## config.mk

```make
export PLATFORM = sky130hd
export DESIGN_NAME = axi_rd_xfer_engine
export DESIGN_NICKNAME = d
export VERILOG_FILES = /design/src/rtl/axi_rd_xfer_engine.sv
export SDC_FILE = /design/constraint.sdc
export NUM_CORES = 1
export LEC_CHECK = 0
export CORE_AREA = 2 2 141 143
export CTS_CLUSTER_SIZE = 24
export DETAILED_ROUTE_END_ITERATION = 10
export DIE_AREA = 0 0 143 145
export PLACE_DENSITY = 0.6
export SLEW_MARGIN = 40
export SYNTH_ARGS = -nofsm -noshare
export SYNTH_HDL_FRONTEND = slang
export SYNTH_SLANG_ARGS = --single-unit
```

## constraint.sdc

```tcl
create_clock -name clk -period 3.78 [get_ports clk]
set_clock_uncertainty 0.15 [all_clocks]
set_input_delay 0.756 -clock clk [delete_from_list [all_inputs] [get_ports clk]]
set_output_delay 0.756 -clock clk [all_outputs]
set_load 0.03 [all_outputs]
```

## src/rtl/axi_rd_xfer_engine.sv

```systemverilog
// Purpose: AXI4 read engine serving four submasters, one INCR burst at a time, sel from a one-hot grant.
// Latency: grant -> arvalid 1 cycle; R beats pass through combinationally; last beat -> xfer_done 1 cycle.
// Backpressure: rready is the selected submaster's ready; AR holds address/length until arready.
module axi_rd_xfer_engine #(
    parameter int ADDR_W = 32,
    parameter int DATA_W = 64
) (
    input  logic                  clk,
    input  logic                  reset,
    input  logic [3:0]            grant,
    input  logic [4*ADDR_W-1:0]   sub_addr,
    input  logic [31:0]           sub_len,
    output logic [3:0]            xfer_done,
    output logic                  xfer_err,
    output logic [3:0]            sub_rd_valid,
    input  logic [3:0]            sub_rd_ready,
    output logic [DATA_W-1:0]     sub_rd_data,
    output logic                  sub_rd_last,
    output logic                  arvalid,
    input  logic                  arready,
    output logic [ADDR_W-1:0]     araddr,
    output logic [7:0]            arlen,
    output logic [2:0]            arsize,
    output logic [1:0]            arburst,
    input  logic                  rvalid,
    output logic                  rready,
    input  logic [DATA_W-1:0]     rdata,
    input  logic [1:0]            rresp,
    input  logic                  rlast
);

    localparam logic [2:0] LP_ARSIZE = 3'($clog2(DATA_W / 8));

    typedef enum logic [1:0] {S_IDLE, S_ADDR, S_DATA, S_DONE} state_t;

    state_t              r_state;
    logic [1:0]          r_sel;
    logic [ADDR_W-1:0]   r_addr;
    logic [7:0]          r_len;
    logic [7:0]          r_beat_cnt;
    logic                r_err;
    logic                r_arvalid;
    logic [3:0]          r_done;
    logic                r_done_err;

    logic [1:0]          w_sel;
    logic                w_in_data;
    logic                w_hs;
    logic                w_cnt_eq;
    logic                w_end;
    logic                w_beat_err;
    logic                w_unused;

    // Lowest set grant bit wins when several submasters are granted at once.
    always_comb begin
        w_sel = 2'd0;
        if (grant[0])      w_sel = 2'd0;
        else if (grant[1]) w_sel = 2'd1;
        else if (grant[2]) w_sel = 2'd2;
        else if (grant[3]) w_sel = 2'd3;
    end

    assign w_in_data  = (r_state == S_DATA);
    assign w_hs       = w_in_data & rvalid & sub_rd_ready[r_sel];
    assign w_cnt_eq   = (r_beat_cnt == r_len);
    // Burst ends on whichever comes first: slave rlast or our own beat count reaching arlen.
    assign w_end      = w_hs & (rlast | w_cnt_eq);
    // Error response, or slave's rlast disagreeing with the requested length.
    assign w_beat_err = w_hs & (rresp[1] | (rlast ^ w_cnt_eq));
    // Only rresp[1] distinguishes SLVERR/DECERR from OKAY/EXOKAY.
    assign w_unused   = rresp[0];

    assign arvalid     = r_arvalid;
    assign araddr      = r_addr;
    assign arlen       = r_len;
    assign arsize      = LP_ARSIZE;
    assign arburst     = 2'b01;
    assign xfer_done   = r_done;
    assign xfer_err    = r_done_err;
    assign rready      = w_in_data & sub_rd_ready[r_sel];
    assign sub_rd_data = w_in_data ? rdata : '0;
    assign sub_rd_last = w_in_data & rlast;

    // Route the R valid only to the submaster that owns the current burst.
    always_comb begin
        sub_rd_valid = 4'b0000;
        if (w_in_data) begin
            sub_rd_valid[r_sel] = rvalid;
        end
    end

    // Transfer FSM: latch request, issue AR, count R beats, pulse completion.
    always_ff @(posedge clk or posedge reset) begin
        if (reset) begin
            r_state    <= S_IDLE;
            r_sel      <= 2'd0;
            r_addr     <= '0;
            r_len      <= 8'd0;
            r_beat_cnt <= 8'd0;
            r_err      <= 1'b0;
            r_arvalid  <= 1'b0;
            r_done     <= 4'b0000;
            r_done_err <= 1'b0;
        end else begin
            r_done     <= 4'b0000;
            r_done_err <= 1'b0;
            case (r_state)
                S_IDLE: begin
                    if (|grant) begin
                        r_sel     <= w_sel;
                        r_addr    <= sub_addr[int'(w_sel)*ADDR_W +: ADDR_W];
                        r_len     <= sub_len[int'(w_sel)*8 +: 8];
                        r_err     <= 1'b0;
                        r_arvalid <= 1'b1;
                        r_state   <= S_ADDR;
                    end
                end
                S_ADDR: begin
                    if (arready) begin
                        r_arvalid  <= 1'b0;
                        r_beat_cnt <= 8'd0;
                        r_state    <= S_DATA;
                    end
                end
                S_DATA: begin
                    if (w_hs) begin
                        r_beat_cnt <= r_beat_cnt + 8'd1;
                        if (w_beat_err) begin
                            r_err <= 1'b1;
                        end
                        if (w_end) begin
                            r_done[r_sel] <= 1'b1;
                            r_done_err    <= r_err | w_beat_err;
                            r_state       <= S_DONE;
                        end
                    end
                end
                default: begin
                    r_state <= S_IDLE;
                end
            endcase
        end
    end

endmodule
```

==> qor.yml, run 1 <==
detailed_routing:
  drt-initial-drc-count: 179
  vias_per_cell: 4.44
  drc: 0
  num_vias: 4840
  routedWlPerCell_um: 16.7
  wl_met2_um: 9360
  drt_wl_total_um: 18200
  top_layer: "met4"
  firstDrtPassIters: 4
  m1WireLength_um: 6800
  wl_met3_um: 1620
  final_antenna_net_count: 0
run:
  drv_cap: 0
final_layout:
  final_net_count: 1064
  fillCellCount: 1906
  post-route-util_pct: 43.0
  final_cell_mix: "clkdlybuf4s50_1 (353), and2_1 (84), dfrtp_1 (59)"
  syn_to_final_growth_pct: 100
  drive_above_1_share_pct: 6.42
  layout_commonest_cell: "clkdlybuf4s50_1"
  num_antenna_cells: 0
die:
  die_h_um: 145
  rows: 51
  start_util_pct: 21.5
  core-area_mm2: 0.0192
  dieArea_mm2: 0.0207
  fp.dieW_um: 143
  pin_count: 360
sta:
  setup_violations: 0
  grt_setup_unrepaired: "false"
  finalMaxSlewViolations: 0
  period_needed_ns: 3.40
  fin_crit_sh_pct: 90.0
  hold_violations: 0
  setup-tns-final_ns: 0
  slew_headroom_pct: 52.0
  setup_ws_ns: 0.378
  worst_pin_slew_ns: 0.718
  fmax_ghz: 0.294
pwr:
  total_power_mw: 5.16
  pwr_density_cell_mw_per_mm2: 625
  ir_worst_vdd_v: 0.000228
  p_leak_nw: 3.23
cts:
  cts.sink_count: 59
  cts_max_level: 3
  clkTransAtPathRegs_ns: 0.05
  cts_buffer_depth: 2
  postCtsSetupRepairBufs: 0
  cts_root_buf: "clkbuf_16"
  post_cts_resized: 0
  worstSkewPairLatency_ns: 0.32
  numCtsBuffers: 9
  cts_tree: "yes"
  holdBufCountCts: 0
critical_path:
  critical_path.cell_chain: "inv_1 > ha_2 > buf_4 > and2_1 > clkdlybuf4s50_1"
  cp-end-kind: "output pin"
  startpoint_type: "flip-flop"
  reg2regPathDepth: 7
  cp_max_fo: 41
  crit_required_ns: 2.87
  cp.arrival_ns: 2.50
  slowest_delay_ns: 0.72
  worst_path_max_delay_cell: "clkdlybuf4s50_1"
  crit_type: "reg -> out"
logic_synthesis:
  ys.flop_type: "dfrtp_1"
  synth_edf_count: 0
  ys_top_cells_by_area: "dfrtp_1 (36%), and2_1 (13%), a211oi_1 (7.3%)"
  ys_ff_latch: 59
  syn_area_per_cell_um2: 8.52
  synth-async-reset-ratio_pct: 100
  synth_cell_type_count: 50
  synth_area_mm2: 0.00412
  synth_top_area_share_pct: 35.8
  yosys_warnings: 0
  synthCells: 484
  synth-seq-area-share_pct: 35.8
  yosysTopAreaCell: "dfrtp_1"
global_route:
  antenna_found_initial: 0
  grt_pass1_wl_um: 27800
  track_usage_pct: 17.5
  grt_start_max_net_pins: 43
  overflow: 0
  first_global_vias: 4929
status:
  status: "complete, no violations"
worst_hold_path:
  min_path_cells: 2
  hold_class: "reg -> reg"
place:
  place.port_buffers: 353
  dpl.hpwl_um: 14700
  gp_congestion: 0.761
  post-place-ws_ns: 0.581
path summary, 6_finish.rpt:
check | startpoint | to | slack [ns]
worst min-delay path | araddr[26]$_DFFE_PP0P_ | araddr[26]$_DFFE_PP0P_ | 0.32
worst max-delay path | r_state[0]$_DFFE_PP0P_ | sub_rd_data[8] | 0.38
worst min register to register | araddr[26]$_DFFE_PP0P_ | araddr[26]$_DFFE_PP0P_ | 0.32
min in group asynchronous | reset | xfer_done[3]$_DFF_PP0_ | 0.72
max in group asynchronous | reset | arlen[4]$_DFFE_PP0P_ | 2.14
worst max register to register | r_state[0]$_DFFE_PP0P_ | r_state[1]$_DFFE_PP0P_ | 1.46
cell usage after synthesis (6+ instances only):
master / n
dfrtp_1: 59
clkbuf_1: 25
a211oi_1: 40
and2_1: 84
xor2_1: 8
and2_0: 21
o22ai_1: 40
buf_2: 12
o21ai_1: 7
nand2_1: 51
inv_1: 6
nor2_1: 13
nor3_1: 6
o31ai_1: 40
sequential cells by signal, summed over array words and instances (netlist names), 2 cells and up:
name,cells
araddr,32
r_beat_cnt,8
xfer_done,4
arlen,8
r_sel,2
r_state,2
per-layer routing:
layer / up-vias / global-route usage [%]
li1: 2411 / -
met1: 2174 / 19.0
met2: 235 / 32.2
met3: 20 / 5.18
met4: 0 / 5.15
met5: - / 0
stage by stage:
stage	area [um^2]	hold WS, ns	cells
after detailed placement	7930	0.315	1074
final	8260	0.322	1090
after CTS	8260	0.327	1090
after floorplan	4130	0.334	487
after global routing	8260	0.346	1090
after global placement	7930	0.310	1074
report_power, final:
group | total, mW | switching [mW] | internal (mW)
Clock | 0.891 | 0.296 | 0.594
Sequential | 1.09 | 0.192 | 0.893
Combinational | 3.19 | 1.79 | 1.40
worst max-delay path, delay by kind of cell, from the launching register on:
kind                       cells  cell delay [ns]
and+or+nand+nor                1             0.18
buffers and inverters          3             1.17
adders and majority gates      1             0.42
DFF                            1             0.39
cells by family (layout without fill, tap and decap cells):
logic type,Yosys count,after routing,synth area share [%]
AND/OR/NAND/NOR,204,204,27.6
AO/OA/AOI/OAI,152,152,26.1
flip-flops,59,59,35.8
buffers and inverters,50,388,5.74
XOR/XNOR,8,8,1.70
adder cells (fa/ha/maj),5,5,1.52
multiplexers,4,4,1.34
other,2,5,0.182
cell type report:
class                           count  area [um^2]  share of cell area [%]
Multi-Input combinational cell    378         2450                    29.6
Inverter                            6         22.5                   0.273
Clock buffer                       10          239                    2.89
Clock inverter                      6         88.8                    1.08
Timing Repair Buffer              366         3660                    44.3
Sequential cell                    59         1480                    17.9
Tap cell                          265          332                    4.01
Note: power is estimated with default switching activity, not from simulation.
==> inputs of run 2 (changes only) <==
--- a/config.mk
+++ b/config.mk
@@ -10,6 +10,7 @@
 export DETAILED_ROUTE_END_ITERATION = 10
 export DIE_AREA = 0 0 143 145
 export PLACE_DENSITY = 0.6
+export RECOVER_POWER = 50
 export SLEW_MARGIN = 40
 export SYNTH_ARGS = -nofsm -noshare
 export SYNTH_HDL_FRONTEND = slang
==> run 2 against run 1 <==
Against the previous run: flip-flop and latch count did not move; count of clock-buffer cells in the layout is the same; cell area is 0.29% lower; combinational power down 3%; wire length shrank 0.20%; utilization fell by 0.12 points.
==> qor.yml, run 2 (synthesized netlist as in run 1, its figures left out) <==
status:
  status: "complete, no violations"
sta:
  fmax_ghz: 0.294  # about the same
  setup_violations: 0  # unchanged
  fin_crit_sh_pct: 90.0  # about the same
  period_needed_ns: 3.40  # -0.00122 ns
  grt_setup_unrepaired: "false"
  worst_pin_slew_ns: 1.24  # +0.523 ns
  setup-tns-final_ns: 0  # unchanged
  fin_hold_ws_ns: 0.317  # -0.00540 ns
  hold_violations: 0  # unchanged
  slew_headroom_pct: 17.2  # -35 points
  finalMaxSlewViolations: 0  # unchanged
place:
  post_dp_cell_area_mm2: 0.00793  # unchanged
  gp_congestion: 0.761  # unchanged
  dp_cells: 1074  # unchanged
  dpl.hpwl_um: 14700  # unchanged
  place.port_buffers: 353  # unchanged
critical_path:
  cp-end-kind: "output pin"
  startpoint_type: "flip-flop"
  cp_max_fo: 41  # unchanged
  crit_required_ns: 2.87  # about the same
  reg2regPathDepth: 7  # unchanged
  crit_type: "reg -> out"
  cp.arrival_ns: 2.49  # about the same
global_route:
  antenna_found_initial: 0  # unchanged
  first_global_vias: 4929  # unchanged
  track_usage_pct: 17.5  # unchanged
  overflow: 0  # unchanged
  grt_pass1_wl_um: 27800  # unchanged
  grt_start_max_net_pins: 43  # unchanged
final_layout:
  syn_to_final_growth_pct: 99.8
  layoutNonFillerInstCount: 1090  # unchanged
  largest_reg_flops: 32  # unchanged
  num_antenna_cells: 0  # unchanged
  final_net_count: 1064  # unchanged
  drive_above_1_share_pct: 5.94  # -0.48 points
  final_cell_mix: "clkdlybuf4s50_1 (308), and2_1 (84), dfrtp_1 (59)"
  fin_area_mm2: 0.00824  # -0.29%
  layout_commonest_cell: "clkdlybuf4s50_1"
cts:
  cts_tree: "yes"
  post_cts_resized: 0  # unchanged
  clkTransAtPathRegs_ns: 0.05  # about the same
  worstSkewPairLatency_ns: 0.32  # about the same
  postCtsSetupRepairBufs: 0  # unchanged
  cts_buffer_depth: 2  # unchanged
  cts_root_buf: "clkbuf_16"
  cts.sink_count: 59  # unchanged
  cts_max_level: 3  # unchanged
  numCtsBuffers: 9  # unchanged
  holdBufCountCts: 0  # unchanged
detailed_routing:
  firstDrtPassIters: 4  # unchanged
  num_vias: 4844  # +0.083%
  drt_wl_total_um: 18100  # -0.20%
  routedWlPerCell_um: 16.6  # -0.20%
  drt-initial-drc-count: 182  # +1.7%
  vias_per_cell: 4.44  # about the same
  drc: 0  # unchanged
  final_antenna_net_count: 0  # unchanged
die:
  fp.dieW_um: 143  # unchanged
  pin_count: 360  # unchanged
  dieArea_mm2: 0.0207  # unchanged
  die_h_um: 145  # unchanged
  rows: 51  # unchanged
  core-area_mm2: 0.0192  # unchanged
  start_util_pct: 21.5  # unchanged
worst_hold_path:
  min_path_cells: 2  # unchanged
  hold_class: "reg -> reg"
pwr:
  ir_worst_vdd_v: 0.000221  # -3.3%
  pwr_density_cell_mw_per_mm2: 615  # -1.6%
  total_power_mw: 5.07  # -1.9%
  p_leak_nw: 3.28  # +1.5%
run:
  drv_cap: 0  # unchanged
==> run 2: per-layer routing <==
metal  vias up  routed length [um]  part of all wire [%]  track usage, %
li1       2416                   -                     -               -
met1      2172                6770                    37            19.0
met2       236                9350                    52            32.2
met5         -                   0                     0               0
met4         0                 399                   2.2            5.15
met3        20                1620                   8.9            5.18
==> run 2: per-stage QoR <==
step / utilization (%) / setup WS, ns
2_1_floorplan: - / 1.42
3_3_place_gp: 41.3 / 0.570
3_5_place_dp: 41.3 / 0.581
4_1_cts: 43.0 / 0.288
5_1_grt: 42.9 / 0.208
6_report: 42.9 / 0.379
==> run 2: where the power goes <==
group / switching, mW / internal [mW] / leakage (nW) / total (mW)
logic: 1.79 / 1.31 / 2.38 / 3.10
clock network: 0.296 / 0.594 / 0.155 / 0.890
registers: 0.183 / 0.893 / 0.744 / 1.08
total: 2.27 / 2.80 / 3.28 / 5.07
==> run 2: area by class of cell <==
| type | count | area (um^2) |
|---|---|---|
| inverters | 6 | 22.5 |
| clock inverters | 6 | 88.8 |
| well taps | 265 | 332 |
| fillers | 1910 | 11000 |
| repair buffers | 366 | 3630 |
| multi-input cells | 378 | 2440 |
| clock buffers | 10 | 239 |
| flip-flops and latches | 59 | 1480 |
==> run 2: worst max-delay path, stage by stage, from the launching register on <==
cell and delay (ns):
dfrtp_1 0.39, inv_1 0.09, ha_2 0.42, buf_4 0.36, and2_1 0.18, clkdlybuf4s50_1 0.72
==> run 2: final timing paths <==
path | endpoint | startpoint | slack [ns]
max reg2reg | r_state[1]$_DFFE_PP0P_ | r_state[0]$_DFFE_PP0P_ | 1.21
min in group asynchronous | xfer_done[3]$_DFF_PP0_ | reset | 1.06
min reg2reg | araddr[24]$_DFFE_PP0P_ | araddr[24]$_DFFE_PP0P_ | 0.32
max in group asynchronous | arlen[4]$_DFFE_PP0P_ | reset | 1.02
max | sub_rd_data[8] | r_state[0]$_DFFE_PP0P_ | 0.38
min | araddr[24]$_DFFE_PP0P_ | araddr[24]$_DFFE_PP0P_ | 0.32
==> inputs of run 3 (changes only) <==
--- a/config.mk
+++ b/config.mk
@@ -5,11 +5,13 @@
 export SDC_FILE = /design/constraint.sdc
 export NUM_CORES = 1
 export LEC_CHECK = 0
-export CORE_AREA = 2 2 141 143
+export CELL_PAD_IN_SITES_DETAIL_PLACEMENT = 1
+export CELL_PAD_IN_SITES_GLOBAL_PLACEMENT = 2
+export CORE_ASPECT_RATIO = 1.2
+export CORE_UTILIZATION = 17
 export CTS_CLUSTER_SIZE = 24
 export DETAILED_ROUTE_END_ITERATION = 10
-export DIE_AREA = 0 0 143 145
-export PLACE_DENSITY = 0.6
+export PLACE_DENSITY = 0.88
 export RECOVER_POWER = 50
 export SLEW_MARGIN = 40
 export SYNTH_ARGS = -nofsm -noshare
==> run 3 against run 2 <==
Against the previous run: count of clock-buffer cells in the layout is 1 lower; wire length is 9.8% higher; sequential share of layout area is 0.060 points lower; non-clock buffer count is 2 lower; first-iteration DRC count is 33% lower; largest power group unchanged; clock power is 5.1% lower; combinational power is 1% higher; critical path depth stayed put; power hardly changed; worst hold slack better by 0.0049 ns; critical endpoint is now sub_rd_data[17]; via count is 4.4% higher; die area is 20% higher.
==> qor.yml, run 3 (synthesized netlist as in run 1, its figures left out) <==
die:
  die_h_um: 173  # +19%
  fp.dieW_um: 144  # +0.79%
  pin_count: 360  # unchanged
  dieArea_mm2: 0.0249  # +20%
  rows: 62  # +22%
  start_util_pct: 17.2  # -4.2 points
  core-area_mm2: 0.0239  # +24%
final_layout:
  layoutNonFillerInstCount: 1143  # +4.9%
  multiInputGateArea_mm2: 0.00244  # unchanged
  post-route-util_pct: 34.6  # -8.3 points
  fillCellCount: 2811  # +47%
  fin_area_mm2: 0.00826  # +0.33%
  syn_to_final_growth_pct: 101
  layout_commonest_cell: "clkdlybuf4s50_1"
  num_antenna_cells: 0  # unchanged
  drive_above_1_share_pct: 5.71  # -0.23 points
  largest_reg_flops: 32  # unchanged
  final_net_count: 1062  # -0.19%
  final_cell_mix: "clkdlybuf4s50_1 (310), and2_1 (84), dfrtp_1 (59)"
  area.sequential_mm2: 0.00148  # unchanged
sta:
  slew_headroom_pct: 11.1  # -6.0 points
  grt_setup_unrepaired: "false"
  setup-tns-final_ns: 0  # unchanged
  setup_violations: 0  # unchanged
  period_needed_ns: 3.39  # -0.00896 ns
  finalMaxSlewViolations: 0  # unchanged
  fin_crit_sh_pct: 89.7  # -0.24 points
  hold_violations: 0  # unchanged
  fmax_ghz: 0.295  # +0.26%
  setup_ws_ns: 0.388  # +0.00896 ns
  worst_pin_slew_ns: 1.33  # +0.0920 ns
global_route:
  grt_pass1_wl_um: 30000  # +8.0%
  overflow: 0  # unchanged
  antenna_found_initial: 0  # unchanged
  grt_start_max_net_pins: 49  # +14%
  first_global_vias: 5409  # +9.7%
  track_usage_pct: 16.1  # -1.4 points
worst_hold_path:
  worstHoldStart: "araddr[26]$_DFFE_PP0P_"
  hold_class: "reg -> reg"
critical_path:
  crit_required_ns: 2.87  # about the same
  cp.arrival_ns: 2.49  # about the same
  crit_type: "reg -> out"
  r2r-start: "r_state[0]$_DFFE_PP0P_"
  regToRegSetupSlack_ns: 0.93  # -0.28 ns
  cp-end-kind: "output pin"
  cp_max_fo: 41  # unchanged
  reg2regPathDepth: 7  # unchanged
  startpoint_type: "flip-flop"
  regToRegEndpoint: "r_state[1]$_DFFE_PP0P_"
  setup.worst_path.start: "r_state[0]$_DFFE_PP0P_"
  worstSetupEndpoint: "sub_rd_data[17]"
cts:
  holdBufCountCts: 0  # unchanged
  cts_max_level: 3  # unchanged
  worstSkewPairLatency_ns: 0.34  # +0.02 ns
  cts.sink_count: 59  # unchanged
  numCtsBuffers: 9  # unchanged
  cts_root_buf: "clkbuf_16"
  clkTransAtPathRegs_ns: 0.06  # about the same
  cts_buffer_depth: 2  # unchanged
  postCtsSetupRepairBufs: 0  # unchanged
  cts_tree: "yes"
pwr:
  p_leak_nw: 3.25  # -1.0%
  pwr_density_cell_mw_per_mm2: 613  # -0.33%
  ir_worst_vdd_v: 0.000237  # +7.4%
detailed_routing:
  num_vias: 5059  # +4.4%
  final_antenna_net_count: 0  # unchanged
  routedWlPerCell_um: 17.4  # +4.7%
  drt-initial-drc-count: 122  # -33%
  drt_wl_total_um: 19900  # +9.8%
  drc: 0  # unchanged
  vias_per_cell: 4.43  # -0.40%
  firstDrtPassIters: 4  # unchanged
place:
  dpl.hpwl_um: 16200  # +10%
  post_dp_cell_area_mm2: 0.00799  # +0.74%
  post-place-ws_ns: 0.439  # -0.142 ns
  gp_congestion: 0.750  # -1.5%
  place.port_buffers: 353  # unchanged
  dp_cells: 1127  # +4.9%
run:
  drv_cap: 0  # unchanged
status:
  status: "complete, no violations"
run 3: through the flow:
stage,hold WS (ns),total power [mW]
floorplan,0.334,2.92
global placement,0.310,4.33
detailed placement,0.320,4.38
CTS,0.332,5.27
global route,0.342,5.42
finish,0.321,5.07
run 3: worst min-delay path by stage:
stage	to	slack, ns	depth (start not counted)
2_1_floorplan	r_beat_cnt[3]$_DFFE_PP0P_	0.33	1
3_3_place_gp	araddr[14]$_DFFE_PP0P_	0.31	2
3_5_place_dp	araddr[22]$_DFFE_PP0P_	0.32	2
4_1_cts	araddr[8]$_DFFE_PP0P_	0.33	2
5_1_grt	araddr[30]$_DFFE_PP0P_	0.34	2
6_report	araddr[26]$_DFFE_PP0P_	0.32	2
run 3: repair_timing:
action                                 4_1_cts  5_1_grt
setup endpoints to repair                    0       21
endpoints found under the hold margin        0        0
gates resized for setup                      0        1
run 3: cell type report:
| type | instances | share of cell area, % |
|---|---|---|
| clock buffers | 9 | 2.73 |
| clock inverters | 7 | 0.939 |
| inverters | 6 | 0.273 |
| multi-input cells | 378 | 29.6 |
| flip-flops and latches | 59 | 17.9 |
| well taps | 320 | 4.84 |
| repair buffers | 364 | 43.8 |
run 3: routing by layer:
layer | up-vias | global-route usage, % | routed length, um
met5 | - | 0 | 0
met4 | 0 | 4.82 | 351
met3 | 21 | 5.26 | 1850
met2 | 246 | 31.0 | 10500
met1 | 2381 | 15.9 | 7180
li1 | 2411 | - | -
run 3: report_power, final:
part | switching, mW | leakage (nW) | total, mW | internal (mW)
sequential | 0.193 | 0.744 | 1.09 | 0.893
clock | 0.330 | 0.146 | 0.845 | 0.514
combinational | 1.81 | 2.36 | 3.14 | 1.32
total | 2.34 | 3.25 | 5.07 | 2.73
run 3: worst max-delay path: stages, from the launching register on:
cell and delay [ns]:
dfrtp_1 0.40, inv_1 0.14, ha_4 0.40, buf_4 0.34
and2_1 0.19, clkdlybuf4s50_1 0.68
